## src/rtl/cart_bus_pkg.sv

```systemverilog
// Shared definitions for the Bandai 2003 cartridge bus sequencer:
// op/state encodings, handshake address values and mapper register map.
package cart_bus_pkg;

    typedef enum logic [2:0] {
        OP_UNLOCK = 3'd0,
        OP_REG_WR = 3'd1,
        OP_REG_RD = 3'd2,
        OP_MEM_RD = 3'd3,
        OP_MEM_WR = 3'd4
    } op_e;

    typedef enum logic [2:0] {
        ST_IDLE,
        ST_URST,
        ST_UADDR,
        ST_USAMP,
        ST_SETUP,
        ST_STROBE,
        ST_HOLD,
        ST_DONE
    } state_e;

    localparam logic [7:0] ACK = 8'h5A;
    localparam logic [7:0] NAK = 8'hA5;
    localparam logic [7:0] NIH = 8'hFF;

    localparam logic [17:0] SO_SIGNATURE = 18'h05140;
    localparam int unsigned SO_BITS      = 18;

    localparam logic [7:0] REG_C0 = 8'hC0;
    localparam logic [7:0] REG_C1 = 8'hC1;
    localparam logic [7:0] REG_C2 = 8'hC2;
    localparam logic [7:0] REG_C3 = 8'hC3;
    localparam logic [7:0] REG_D0 = 8'hD0;
    localparam logic [7:0] REG_D1 = 8'hD1;
    localparam logic [7:0] REG_D2 = 8'hD2;
    localparam logic [7:0] REG_D3 = 8'hD3;
    localparam logic [7:0] REG_D4 = 8'hD4;
    localparam logic [7:0] REG_D5 = 8'hD5;

    function automatic logic is_mem_op(input logic [2:0] op);
        return (op == OP_MEM_RD) || (op == OP_MEM_WR);
    endfunction

    function automatic logic is_write_op(input logic [2:0] op);
        return (op == OP_REG_WR) || (op == OP_MEM_WR);
    endfunction

endpackage

```

## src/rtl/cart_bus_sequencer_clk_gen.sv

```systemverilog
// Free-running CART_CLK divider; rise/fall strobes are high in the CLK cycle
// whose closing edge toggles CART_CLK.
module cart_clk_gen #(
    parameter int unsigned CLK_DIV = 2
) (
    input  logic CLK,
    input  logic RSTn,
    output logic cart_clk,
    output logic clk_rise,
    output logic clk_fall
);

    localparam logic [7:0] DIV_LAST = 8'(CLK_DIV - 1);

    logic [7:0] cnt_q, cnt_d;
    logic       cart_clk_q, cart_clk_d;
    logic       tick;

    always_comb begin
        tick       = (cnt_q == DIV_LAST);
        cnt_d      = tick ? 8'd0 : cnt_q + 8'd1;
        cart_clk_d = tick ? ~cart_clk_q : cart_clk_q;
    end

    always_ff @(posedge CLK or negedge RSTn) begin
        if (!RSTn) begin
            cnt_q      <= 8'd0;
            cart_clk_q <= 1'b0;
        end else begin
            cnt_q      <= cnt_d;
            cart_clk_q <= cart_clk_d;
        end
    end

    assign cart_clk = cart_clk_q;
    assign clk_rise = tick & ~cart_clk_q;
    assign clk_fall = tick & cart_clk_q;

endmodule

```

## src/rtl/cart_bus_sequencer.sv

```systemverilog
// Host-side bus master for the Bandai 2003 mapper: unlock handshake with SO
// signature check, then single register/memory bus cycles on request.
module cart_bus_sequencer
    import cart_bus_pkg::*;
#(
    parameter int unsigned CLK_DIV = 2,
    parameter int unsigned T_SU    = 1,
    parameter int unsigned T_PW    = 3,
    parameter int unsigned T_HLD   = 1,
    parameter int unsigned RST_CYC = 8
) (
    input  logic       CLK,
    input  logic       RSTn,
    input  logic       cmd_valid,
    output logic       cmd_ready,
    input  logic [2:0] cmd_op,
    input  logic [7:0] cmd_addr,
    input  logic [7:0] cmd_wdata,
    output logic       rsp_valid,
    output logic [7:0] rsp_rdata,
    output logic       rsp_err,
    output logic       unlocked,
    output logic       CART_CLK,
    output logic       CART_RSTn,
    output logic [7:0] CART_ADDR,
    output logic [7:0] CART_DQ_O,
    output logic       CART_DQ_OE,
    input  logic [7:0] CART_DQ_I,
    output logic       CART_CEn,
    output logic       CART_SSn,
    output logic       CART_OEn,
    output logic       CART_WEn,
    input  logic       CART_SO
);

    localparam logic [7:0] SU_LAST  = 8'(T_SU - 1);
    localparam logic [7:0] PW_LAST  = 8'(T_PW - 1);
    localparam logic [7:0] HLD_LAST = 8'(T_HLD - 1);
    localparam logic [7:0] RST_LAST = 8'(RST_CYC - 1);
    localparam logic [4:0] BIT_LAST = 5'(SO_BITS - 1);

    logic clk_rise, clk_fall;

    cart_clk_gen #(.CLK_DIV(CLK_DIV)) u_clk_gen (
        .CLK      (CLK),
        .RSTn     (RSTn),
        .cart_clk (CART_CLK),
        .clk_rise (clk_rise),
        .clk_fall (clk_fall)
    );

    state_e      state_q, state_d;
    logic [7:0]  cnt_q, cnt_d;
    logic [2:0]  op_q, op_d;
    logic [7:0]  addr_q, addr_d;
    logic [7:0]  dq_o_q, dq_o_d;
    logic        dq_oe_q, dq_oe_d;
    logic        cen_q, cen_d, ssn_q, ssn_d, oen_q, oen_d, wen_q, wen_d;
    logic        cart_rstn_q, cart_rstn_d;
    logic        unlocked_q, unlocked_d;
    logic [7:0]  rdata_q, rdata_d;
    logic        err_q, err_d;
    logic [17:0] so_q, so_d;
    logic [4:0]  bit_q, bit_d;
    logic        uidx_q, uidx_d;
    logic        armed_q, armed_d;
    logic        cmd_bad;

    // Illegal requests are answered straight from IDLE without touching the pins.
    always_comb begin
        cmd_bad = (cmd_op > 3'd4)
               || ((cmd_op != OP_UNLOCK) && !unlocked_q)
               || (is_mem_op(cmd_op) && (cmd_addr[7:4] == 4'h0));
    end

    always_comb begin
        state_d     = state_q;
        cnt_d       = cnt_q;
        op_d        = op_q;
        addr_d      = addr_q;
        dq_o_d      = dq_o_q;
        dq_oe_d     = dq_oe_q;
        cen_d       = cen_q;
        ssn_d       = ssn_q;
        oen_d       = oen_q;
        wen_d       = wen_q;
        cart_rstn_d = cart_rstn_q;
        unlocked_d  = unlocked_q;
        rdata_d     = rdata_q;
        err_d       = err_q;
        so_d        = so_q;
        bit_d       = bit_q;
        uidx_d      = uidx_q;
        armed_d     = armed_q;

        case (state_q)
            ST_IDLE: begin
                if (cmd_valid) begin
                    if (cmd_bad) begin
                        err_d   = 1'b1;
                        state_d = ST_DONE;
                    end else if (cmd_op == OP_UNLOCK) begin
                        unlocked_d  = 1'b0;
                        cart_rstn_d = 1'b0;
                        cnt_d       = 8'd0;
                        state_d     = ST_URST;
                    end else begin
                        op_d   = cmd_op;
                        addr_d = cmd_addr;
                        cen_d  = ~is_mem_op(cmd_op);
                        ssn_d  = is_mem_op(cmd_op);
                        if (is_write_op(cmd_op)) begin
                            dq_oe_d = 1'b1;
                            dq_o_d  = cmd_wdata;
                        end
                        cnt_d   = 8'd0;
                        state_d = ST_SETUP;
                    end
                end
            end
            ST_URST: begin
                if (cnt_q == RST_LAST) begin
                    cart_rstn_d = 1'b1;
                    uidx_d      = 1'b0;
                    state_d     = ST_UADDR;
                end else begin
                    cnt_d = cnt_q + 8'd1;
                end
            end
            ST_UADDR: begin
                if (clk_fall) begin
                    if (!uidx_q) begin
                        addr_d = ACK;
                        uidx_d = 1'b1;
                    end else begin
                        addr_d  = NAK;
                        bit_d   = 5'd0;
                        armed_d = 1'b0;
                        state_d = ST_USAMP;
                    end
                end
            end
            // SO sampling begins only after the mapper has seen NAK on a rising edge.
            ST_USAMP: begin
                if (clk_rise) begin
                    armed_d = 1'b1;
                end
                if (clk_fall && armed_q) begin
                    if (bit_q == 5'd0) begin
                        addr_d = NIH;
                    end
                    so_d = {CART_SO, so_q[17:1]};
                    if (bit_q == BIT_LAST) begin
                        unlocked_d = (so_d == SO_SIGNATURE);
                        err_d      = (so_d != SO_SIGNATURE);
                        state_d    = ST_DONE;
                    end else begin
                        bit_d = bit_q + 5'd1;
                    end
                end
            end
            ST_SETUP: begin
                if (cnt_q == SU_LAST) begin
                    oen_d   = is_write_op(op_q);
                    wen_d   = ~is_write_op(op_q);
                    cnt_d   = 8'd0;
                    state_d = ST_STROBE;
                end else begin
                    cnt_d = cnt_q + 8'd1;
                end
            end
            ST_STROBE: begin
                if (cnt_q == PW_LAST) begin
                    if (!is_write_op(op_q)) begin
                        rdata_d = CART_DQ_I;
                    end
                    oen_d   = 1'b1;
                    wen_d   = 1'b1;
                    cnt_d   = 8'd0;
                    state_d = ST_HOLD;
                end else begin
                    cnt_d = cnt_q + 8'd1;
                end
            end
            ST_HOLD: begin
                if (cnt_q == HLD_LAST) begin
                    addr_d  = NIH;
                    dq_oe_d = 1'b0;
                    dq_o_d  = 8'h00;
                    cen_d   = 1'b1;
                    ssn_d   = 1'b1;
                    err_d   = 1'b0;
                    state_d = ST_DONE;
                end else begin
                    cnt_d = cnt_q + 8'd1;
                end
            end
            ST_DONE: begin
                state_d = ST_IDLE;
            end
            default: begin
                state_d = ST_IDLE;
            end
        endcase
    end

    always_ff @(posedge CLK or negedge RSTn) begin
        if (!RSTn) begin
            state_q     <= ST_IDLE;
            cnt_q       <= 8'd0;
            op_q        <= 3'd0;
            addr_q      <= NIH;
            dq_o_q      <= 8'h00;
            dq_oe_q     <= 1'b0;
            cen_q       <= 1'b1;
            ssn_q       <= 1'b1;
            oen_q       <= 1'b1;
            wen_q       <= 1'b1;
            cart_rstn_q <= 1'b0;
            unlocked_q  <= 1'b0;
            rdata_q     <= 8'h00;
            err_q       <= 1'b0;
            so_q        <= 18'h0;
            bit_q       <= 5'd0;
            uidx_q      <= 1'b0;
            armed_q     <= 1'b0;
        end else begin
            state_q     <= state_d;
            cnt_q       <= cnt_d;
            op_q        <= op_d;
            addr_q      <= addr_d;
            dq_o_q      <= dq_o_d;
            dq_oe_q     <= dq_oe_d;
            cen_q       <= cen_d;
            ssn_q       <= ssn_d;
            oen_q       <= oen_d;
            wen_q       <= wen_d;
            cart_rstn_q <= cart_rstn_d;
            unlocked_q  <= unlocked_d;
            rdata_q     <= rdata_d;
            err_q       <= err_d;
            so_q        <= so_d;
            bit_q       <= bit_d;
            uidx_q      <= uidx_d;
            armed_q     <= armed_d;
        end
    end

    assign cmd_ready  = (state_q == ST_IDLE);
    assign rsp_valid  = (state_q == ST_DONE);
    assign rsp_rdata  = rdata_q;
    assign rsp_err    = err_q;
    assign unlocked   = unlocked_q;
    assign CART_RSTn  = cart_rstn_q;
    assign CART_ADDR  = addr_q;
    assign CART_DQ_O  = dq_o_q;
    assign CART_DQ_OE = dq_oe_q;
    assign CART_CEn   = cen_q;
    assign CART_SSn   = ssn_q;
    assign CART_OEn   = oen_q;
    assign CART_WEn   = wen_q;

endmodule
```

## config.mk

```make
export PLATFORM = sky130hd
export DESIGN_NAME = cart_bus_sequencer
export DESIGN_NICKNAME = d
export VERILOG_FILES = /design/src/rtl/cart_bus_pkg.sv /design/src/rtl/cart_bus_sequencer_clk_gen.sv /design/src/rtl/cart_bus_sequencer.sv
export SDC_FILE = /design/constraint.sdc
export NUM_CORES = 1
export LEC_CHECK = 0
export CORE_MARGIN = 2
export CORE_UTILIZATION = 54
export CTS_CLUSTER_DIAMETER = 120
export DETAILED_ROUTE_END_ITERATION = 12
export GPL_TIMING_DRIVEN = 0
export PLACE_DENSITY_LB_ADDON = 0.1
export SLEW_MARGIN = 20
export SYNTH_ARGS = -nofsm -noshare
export SYNTH_HDL_FRONTEND = slang
export SYNTH_SLANG_ARGS = --single-unit
```

## constraint.sdc

```tcl
create_clock -name CLK -period 6.4 [get_ports CLK]
set_clock_uncertainty 0.2 [all_clocks]
set_input_delay 0.96 -clock CLK [delete_from_list [all_inputs] [get_ports CLK]]
set_output_delay 0.96 -clock CLK [all_outputs]
set_load 0.1 [all_outputs]
```

# Word-level counts from Yosys, hierarchy flattened
# Index checks and enable logic that the tools add are counted.
[totals]
elab_cells = 187
ff_bits = 80
output_inout_bits = 35
[classes]
bitwise_logic = 7
n_lt_le_gt_ge = 1
add_sub_neg = 3
n_reduce_logical = 39
muxes = 80
n_eq_ne = 37
[op_table]
columns = ["cell", "n"]
rows = [
  ["two-way mux 8 bit", 20],
  ["case mux 8 bit (5 select lines)", 1],
  ["two-way mux 3 bit", 11],
  ["inequality test 2 bit (second input constant)", 16],
  ["case mux 8 bit (4 select lines)", 1],
  ["two-way mux 1 bit", 30],
  ["case mux 3 bit (8 select lines)", 1],
  ["two-way mux 5 bit", 4],
  ["AND reduction 5 bit", 4],
  ["equality test 18 x 15 -> 1 bit (second input constant)", 1],
  ["equality test 3 bit (second input constant)", 6],
  ["inequality test 18 x 15 -> 1 bit (second input constant)", 1],
  ["case mux 1 bit (2 select lines)", 9],
  ["AND reduction 6 bit", 3],
  ["adder 8 x 1 -> 8 bit (second input constant)", 2],
  ["case mux 8 bit (2 select lines)", 1],
  ["nonzero test 2 bit", 6],
  ["case mux 5 bit (2 select lines)", 1],
  ["equality test 3 x 1 -> 1 bit (second input constant)", 3],
  ["equality test 3 x 2 -> 1 bit (second input constant)", 3],
  ["AND reduction 3 bit", 3],
  ["AND reduction 9 bit", 1],
  ["equality test 8 x 1 -> 1 bit (second input constant)", 1],
  ["equality test 8 x 2 -> 1 bit (second input constant)", 1],
  ["other kinds (21)", 37],
]

# Longest topological paths before layout
[logic_depth]
word_depth = 7
depth_mapped = 8
depth_no_buf = 7

# Hierarchy
# From an unflattened synthesis, not the netlist that was laid out.
[unflattened]
hier_cells = 391
area_unflattened_um2 = 4116.4
[by_module_without_submodules]
columns = ["module", "area_each_um2", "cells_per_inst", "seq_area_each_um2", "n_inst"]
rows = [
  ["cart_bus_sequencer", 3704.8, 358, 1766.7, 1],
  ["cart_clk_gen", 411.6, 33, 225.2, 1],
]

# Worst setup path before layout
# No wires, ideal clock.
[synth_path]
path_kind = "register to register"
startpoint = "reg state_q[1]"
endpoint = "reg dq_oe_q, in the netlist CART_DQ_OE"
t_required_ns = 6.074
arrival_ns = 2.540
path_stages_with_launch = 8
slack_ns = 3.534
path_cell_list = "dfrtp_1 -> clkbuf_8 -> or3_1 -> inv_1 -> o311ai_1 -> nand3_1 -> buf_4 -> mux2_2"
[synth_between]
elab_chain_cells = 3
word_cells_on_any_way = 10
classes_between = "eq/ne: 6; mux: 1; reduce/logical: 3"
[synth_lines]
columns = ["item", "line_no", "rtl"]
rows = [
  ["start, declared", "cart_bus_sequencer.sv:52", "state_e state_q, state_d;"],
  ["start signal, assigned", "cart_bus_sequencer.sv:228", "state_q <= state_d;"],
  ["logical NOT 3 bit (*)", "--", ""],
  ["named net cmd_ready", "cart_bus_sequencer.sv:15", "output logic cmd_ready,"],
  ["inequality test 2 x 1 -> 1 bit (no line), or another cell as far along", "--", ""],
  ["AND reduction 6 bit (no line)", "--", ""],
  ["end signal, assigned", "cart_bus_sequencer.sv:233", "dq_oe_q <= dq_oe_d;"],
  ["end, declared", "cart_bus_sequencer.sv:57", "logic dq_oe_q, dq_oe_d;"],
]
# The timed path passes the listed nets; every way through them passes the cells marked *.
# A chain may end at the register's enable or synchronous reset.

# Worst setup path in the final report
[layout_path]
startpoint = "reg state_q[2]"
endpoint = "out rsp_valid"
[layout_between]
elab_chain_cells = 1
[layout_lines]
columns = ["item", "line_no", "rtl"]
rows = [
  ["equality test 3 bit", "cart_bus_sequencer.sv:250", "assign rsp_valid = (state_q == ST_DONE);"],
  ["end, declared", "cart_bus_sequencer.sv:19", "output logic rsp_valid,"],
]
# No other way between the ends.

==> out/results.ini <==
[status]
run_status = completed

[critical_path]
crit_fanout = 10
cp_common_cell = clkbuf_1
crit_family = buffers and inverters
critical_path_class = register to output pin
endpoint_kind = output pin
crit_buf_inv = 3
cp.required_ns = 5.24
crit_chain = clkbuf_1 -> clkbuf_1 -> and3_1 -> clkdlybuf4s50_1
cpPeakStageDelay_ns = 1.14
reg2reg_slack_ns = 3.82
start_kind = register
cp_data_arrival_time_ns = 2.79
cp_slowest_cell = clkdlybuf4s50_1

[flow_run]
drv_cap = 0

[timing]
fin_setup_tns_ns = 0
hold_violations = 0
finalSetupViolCount = 0
grt_setup_unrepaired = false
fin_crit_sh_pct = 61.8
slew_headroom_pct = 33.6
period_minus_slack_ns = 3.95
report.final.slew_viol_count = 0
whs_ns = 0.274
max_freq_mhz = 253
worst_pin_slew_ns = 0.993

[clock_tree]
numCtsBuffers = 9
hold_buffers = 0
clock-sinks = 79
max-clock-path-buffers = 2
clockRootBuffer = clkbuf_8
post-cts-setup-buffer-count = 0
cts.clk_slew.worst_paths_ns = 0.09
cts_tree = yes
ctsResizeCount = 0
insertion_delay_ns = 0.36
h-tree-depth = 3

[synthesis]
synth_edf_count = 0
synth-xor-area-share_pct = 2.48
synthesis.area_um2 = 4230
async_reset_ff_share_pct = 100
synth_top_area_share_pct = 39.6
synth_cells = 387
synth_fa_ha_area_share_pct = 2.37
synth_simple_gate_area_share_pct = 18.2
ys.flop_type = dfrtp_1
synthMuxAreaShare_pct = 12.7
avgSynthCellArea_um2 = 10.9
synth.distinct_cells = 65
synth_top_family_by_area = simple AND/OR/NAND/NOR gates
synth_top_area_cell = dfrtp_1
synth_compound_area_share_pct = 12.4
yosys_warnings = 0
syn_nets = 426
ys_ff_latch = 79
netlist_top_cells_area = dfrtp_1 (40%), dfstp_2 (7.5%), mux2_2 (5.3%), mux2i_1 (3.8%), mux2_4 (3.5%)
yosysSeqAreaShare_pct = 47.1

[final_layout]
drive_above_1_share_pct = 17.5
syn_to_final_growth_pct = 23.4
final-seq-area_um2 = 1990
final_common_cell = dfrtp_1
nFillCells = 580
multi_input_area_um2 = 2040
num_antenna_cells = 0
nets = 503
final_cell_mix = dfrtp_1 (67), clkdlybuf4s50_1 (64), nand2_1 (30)

[power_and_ir_drop]
irDropWorstVdd_uv = 120
power_leakage_nw = 2.45
pwr_density_cell_nw_per_um2 = 183
sw_frac_of_total_pct = 25.2
combPwrFrac_pct = 7.4
power.internal_w = 0.000715
p_switching_w = 0.000240
clkPwrFrac_pct = 39.4
power_w = 0.000956
seqPwrFrac_pct = 53.2

[detailed_routing]
wl_mm = 8.80
wl_per_cell_um = 15.4
drtIter0Drc = 196
vias = 3211
drc = 0
ant_nets = 0
drt_pass1_iterations = 4
via_per_inst = 5.62

[global_route]
grt_max_degree = 43
grt_pass1_vias = 3168
grt_pass1_wl_mm = 15.0
grt_overflow = 0
antenna_found_initial = 0
grt_use_total_pct = 22.0

[floorplan]
die-area_um2 = 8560
start_util_pct = 55.3
dieHeight_um = 92.5
pin_count = 66
core_area_um2 = 7650
rows = 32
dieWidth_um = 92.5

[min_path]
worst_hold_path_type = register to register

[placement]
portBuffers = 65
dp_hpwl_mm = 6.47
gp_congestion = 0.834

==> path summary, 6_finish.rpt <==
kind / from / to / cells past startpoint
min: CART_ADDR[0]$_DFFE_PN1P_ / CART_ADDR[0]$_DFFE_PN1P_ / 2
min in group asynchronous: RSTn / cnt_q[5]$_DFFE_PN0P_ / 1
max reg2reg: cnt_q[0]$_DFFE_PN0P_ / cnt_q[0]$_DFFE_PN0P_ / 7
max in group asynchronous: RSTn / CART_ADDR[2]$_DFFE_PN1P_ / 2
min reg2reg: CART_ADDR[0]$_DFFE_PN1P_ / CART_ADDR[0]$_DFFE_PN1P_ / 2
max: state_q[2]$_DFFE_PN0P_ / rsp_valid / 4
==> cells in the mapped netlist (all sizes together) (7+ instances only) <==
library cell and instances:
dfrtp 67, mux2 30, nand2 30, inv 26, a21oi 19, nor2 19, mux2i 16, dfstp 12
nand3 12, nand2b 11, o211ai 11, and3 10, xnor2 10, o21ai 9, ha 8, nor4b 8
buf 7, clkbuf 7
==> final cells by class <==
class	count	area share (%)
well taps	102	2.44
flip-flops and latches	79	38.1
repair buffers	66	12.8
clock buffers	9	2.37
inverters	27	1.94
clock inverters	7	1.39
plain buffers	14	1.94
multi-input cells	267	39.0
==> routing by layer <==
metal | global-route usage [%] | vias to the layer above | routed length (um)
li1 | - | 1560 | -
met1 | 29.2 | 1568 | 3970
met2 | 35.6 | 71 | 4340
met3 | 4.07 | 12 | 358
met4 | 9.45 | 0 | 127
met5 | 0 | - | 0
==> through the flow <==
stage / setup slack [ns] / std cells / utilization (%) / cell area, um2
5_1_grt: 2.29 / 571 / 68.3 / 5220
4_1_cts: 2.45 / 571 / 68.3 / 5220
3_5_place_dp: 2.86 / 555 / 65.7 / 5030
6_report: 2.45 / 571 / 68.3 / 5220
2_1_floorplan: 3.53 / 387 / - / 4230
3_3_place_gp: 1.37 / 554 / 65.5 / 5010
==> state kept, by name, summed over array words and instances (netlist names), 3 cells and up <==
| name | flops |
|---|---|
| CART_ADDR | 8 |
| CART_DQ_O | 8 |
| bit_q | 5 |
| cnt_q | 8 |
| op_q | 3 |
| rsp_rdata | 8 |
| so_q | 17 |
| state_q | 3 |
| u_clk_gen.cnt_q | 8 |
==> worst reg2reg max path: stages, from the launching register on <==
cell,delay [ns]
dfrtp_1,0.42
inv_1,0.12
ha_1,0.26
or3b_2,0.48
o21ai_0,0.19
o211ai_1,0.35
nand2_1,0.34
o21ai_0,0.11
==> logic make-up (layout without fill, tap and decap cells) <==
logic type | Yosys count | in the layout
simple gates | 124 | 124
flops | 79 | 79
compound gates | 77 | 77
mux | 46 | 46
buf+inv | 41 | 123
xor+xnor | 12 | 12
fa+ha+maj | 8 | 8
==> power groups by stage <==
stage / Combinational (W) / Clock (W) / Sequential [W]
global route: 0.0000762 / 0.000405 / 0.000510
floorplan: 0.0000131 / 0 / 0.000537
global placement: 0.0000692 / 0 / 0.000518
detailed placement: 0.0000713 / 0 / 0.000518
CTS: 0.0000716 / 0.000385 / 0.000509
finish: 0.0000704 / 0.000376 / 0.000509
Power figures use the tool's default switching activity.
==> variant, RTL diff (config.mk and constraints unchanged) <==
Encoding of `state_e`: now one-hot (8 bits for 8 states).
--- a/src/rtl/cart_bus_pkg.sv
+++ b/src/rtl/cart_bus_pkg.sv
@@ -11,13 +11,13 @@
     } op_e;
 
-    typedef enum logic [2:0] {
-        ST_IDLE,
-        ST_URST,
-        ST_UADDR,
-        ST_USAMP,
-        ST_SETUP,
-        ST_STROBE,
-        ST_HOLD,
-        ST_DONE
+    typedef enum logic [7:0] {
+        ST_IDLE   = 8'b00000001,
+        ST_URST   = 8'b00000010,
+        ST_UADDR  = 8'b00000100,
+        ST_USAMP  = 8'b00001000,
+        ST_SETUP  = 8'b00010000,
+        ST_STROBE = 8'b00100000,
+        ST_HOLD   = 8'b01000000,
+        ST_DONE   = 8'b10000000
     } state_e;
 
Function: same outputs for any inputs over 10 cycles, from zero or initial values and one cycle with RSTn low; not proved beyond that.
==> variant against the unedited design <==
First-iteration DRC count up 8.7%. Critical endpoint is now cmd_ready. Routed wire length increased by 3.0%. Highest routed layer unchanged. Synthesized cell count rose by 4.7%. Synthesized area up 0.77%. Setup slack got worse by 0.45 ns. Via count increased by 2.5%. Largest cell class is now sequential cells. Sequential cell count is 5 higher. Final area is 0.31% higher.
Power is not compared: it rests on default switching activity, and its combinational part moved more than twofold at a synthesized area within 25%.
==> variant: results (changes against the unedited design) <==
Placed design
  • # port buffers: 63 (-3.1%)
  • Gpl congestion: 0.890 (+6.7%)
  • Detail Placement HPWL: 6720 um (+3.8%)

Synthesis
  • Post-synthesis adder-cell area fraction: 2.35% (-0.018 points)
  • Synth Area in Compound Gates: 10.3% (-2.1 points)
  • Post-synthesis cell type count: 57 (-12%)
  • Mux contribution to synthesized area: 12.8% (+0.11 points)
  • Register area share after synthesis: 49.7% (+2.6 points)
  • Synth Area in XOR/XNOR: 2.05% (-0.43 points)
  • Avg Cell Area, Syn: 10.5 um^2 (-3.7%)
  • Top post-synthesis cells by area: dfrtp_1, dfstp_2, mux2_2, mux2i_1, nand2_1
  • Synth cell count leaders: dfrtp_1, nand2_1, nor2_1

Critical path
  • R2r worst-path depth: 6 (-1)
  • Worst R2R End: so_q[9]
  • R2R Setup Slk: 2.81 ns (-1.01 ns)
  • Worst R2R Start: state_q[5]
  • Slowest stage delay, CP: 1.12 ns (-0.02 ns)
  • Worst Setup EP: cmd_ready
  • Worst Path Arrival: 3.25 ns (+0.46 ns)
  • Worst-path fanout max: 9 (-1)

Hold path
  • Worst hold path endpoint: CART_SSn
  • Hold Path Origin: CART_SSn

Layout
  • Number of nets in the layout: 519 (+3.2%)
  • Inverters excl. clock: 24 (-11%)
  • Share of cells above drive strength 1: 15.5% (-2.0 points)
  • Multi-In Gates: 285 (+6.7%)
  • Clock buf count: 10 (+1)
  • Bufs w/o clock: 76 (-5.0%)
  • Final-layout fill cell count: 630 (+8.6%)
  • Multi-input combinational area share: 37.7% (-1.3 points)
  • Sequential standard cell area: 2120 um^2 (+6.3%)
  • Final clock-cell share: 3.68% (-0.083 points)

Detailed routing
  • Via count: 3291 (+2.5%)
  • Routed wire length: 9070 um (+3.0%)
  • Drt initial violations: 213 (+8.7%)

Clock tree
  • CTS Buf Count: 9 (unchanged)

Global routing
  • Largest net degree at the start of global routing: 46 (+7.0%)
  • Vias in the first global route: 3274 (+3.3%)
  • All-Layer GR Usage: 22.5% (+0.45 points)
  • GR Util met2: 38.2% (+2.6 points)
  • First-pass GRT wire length: 15400 um (+2.3%)
  • Met1 GRT Util: 29.5% (+0.35 points)

Outcome
  • Outcome: finished clean
-- variant: routing by layer --
metal  part of all wire (%)  vias to the layer above
met5                      0                        -
met1                     44                     1613
li1                       -                     1595
met4                    1.6                        0
met3                    3.8                       13
met2                     50                       70
-- variant: through the flow --
step | setup slack [ns] | hold WS [ns] | instance area [um^2] | utilization, % | power [uW]
floorplan | 3.11 | 0.238 | 4260 | - | 1550
global placement | 1.14 | 0.256 | 5020 | 65.3 | 1770
detailed placement | 2.26 | 0.254 | 5050 | 65.7 | 1780
CTS | 1.97 | 0.273 | 5240 | 68.2 | 2160
global route | 1.92 | 0.299 | 5240 | 68.2 | 2240
finish | 1.99 | 0.272 | 5240 | 68.2 | 2150
-- variant: logic make-up (layout without fill, tap and decap cells) --
family          after synthesis  in the layout
xor+xnor                     10             10
flops                        84             84
buf+inv                      36            116
mux                          49             49
fa+ha+maj                     8              8
simple gates                148            148
compound gates               70             70
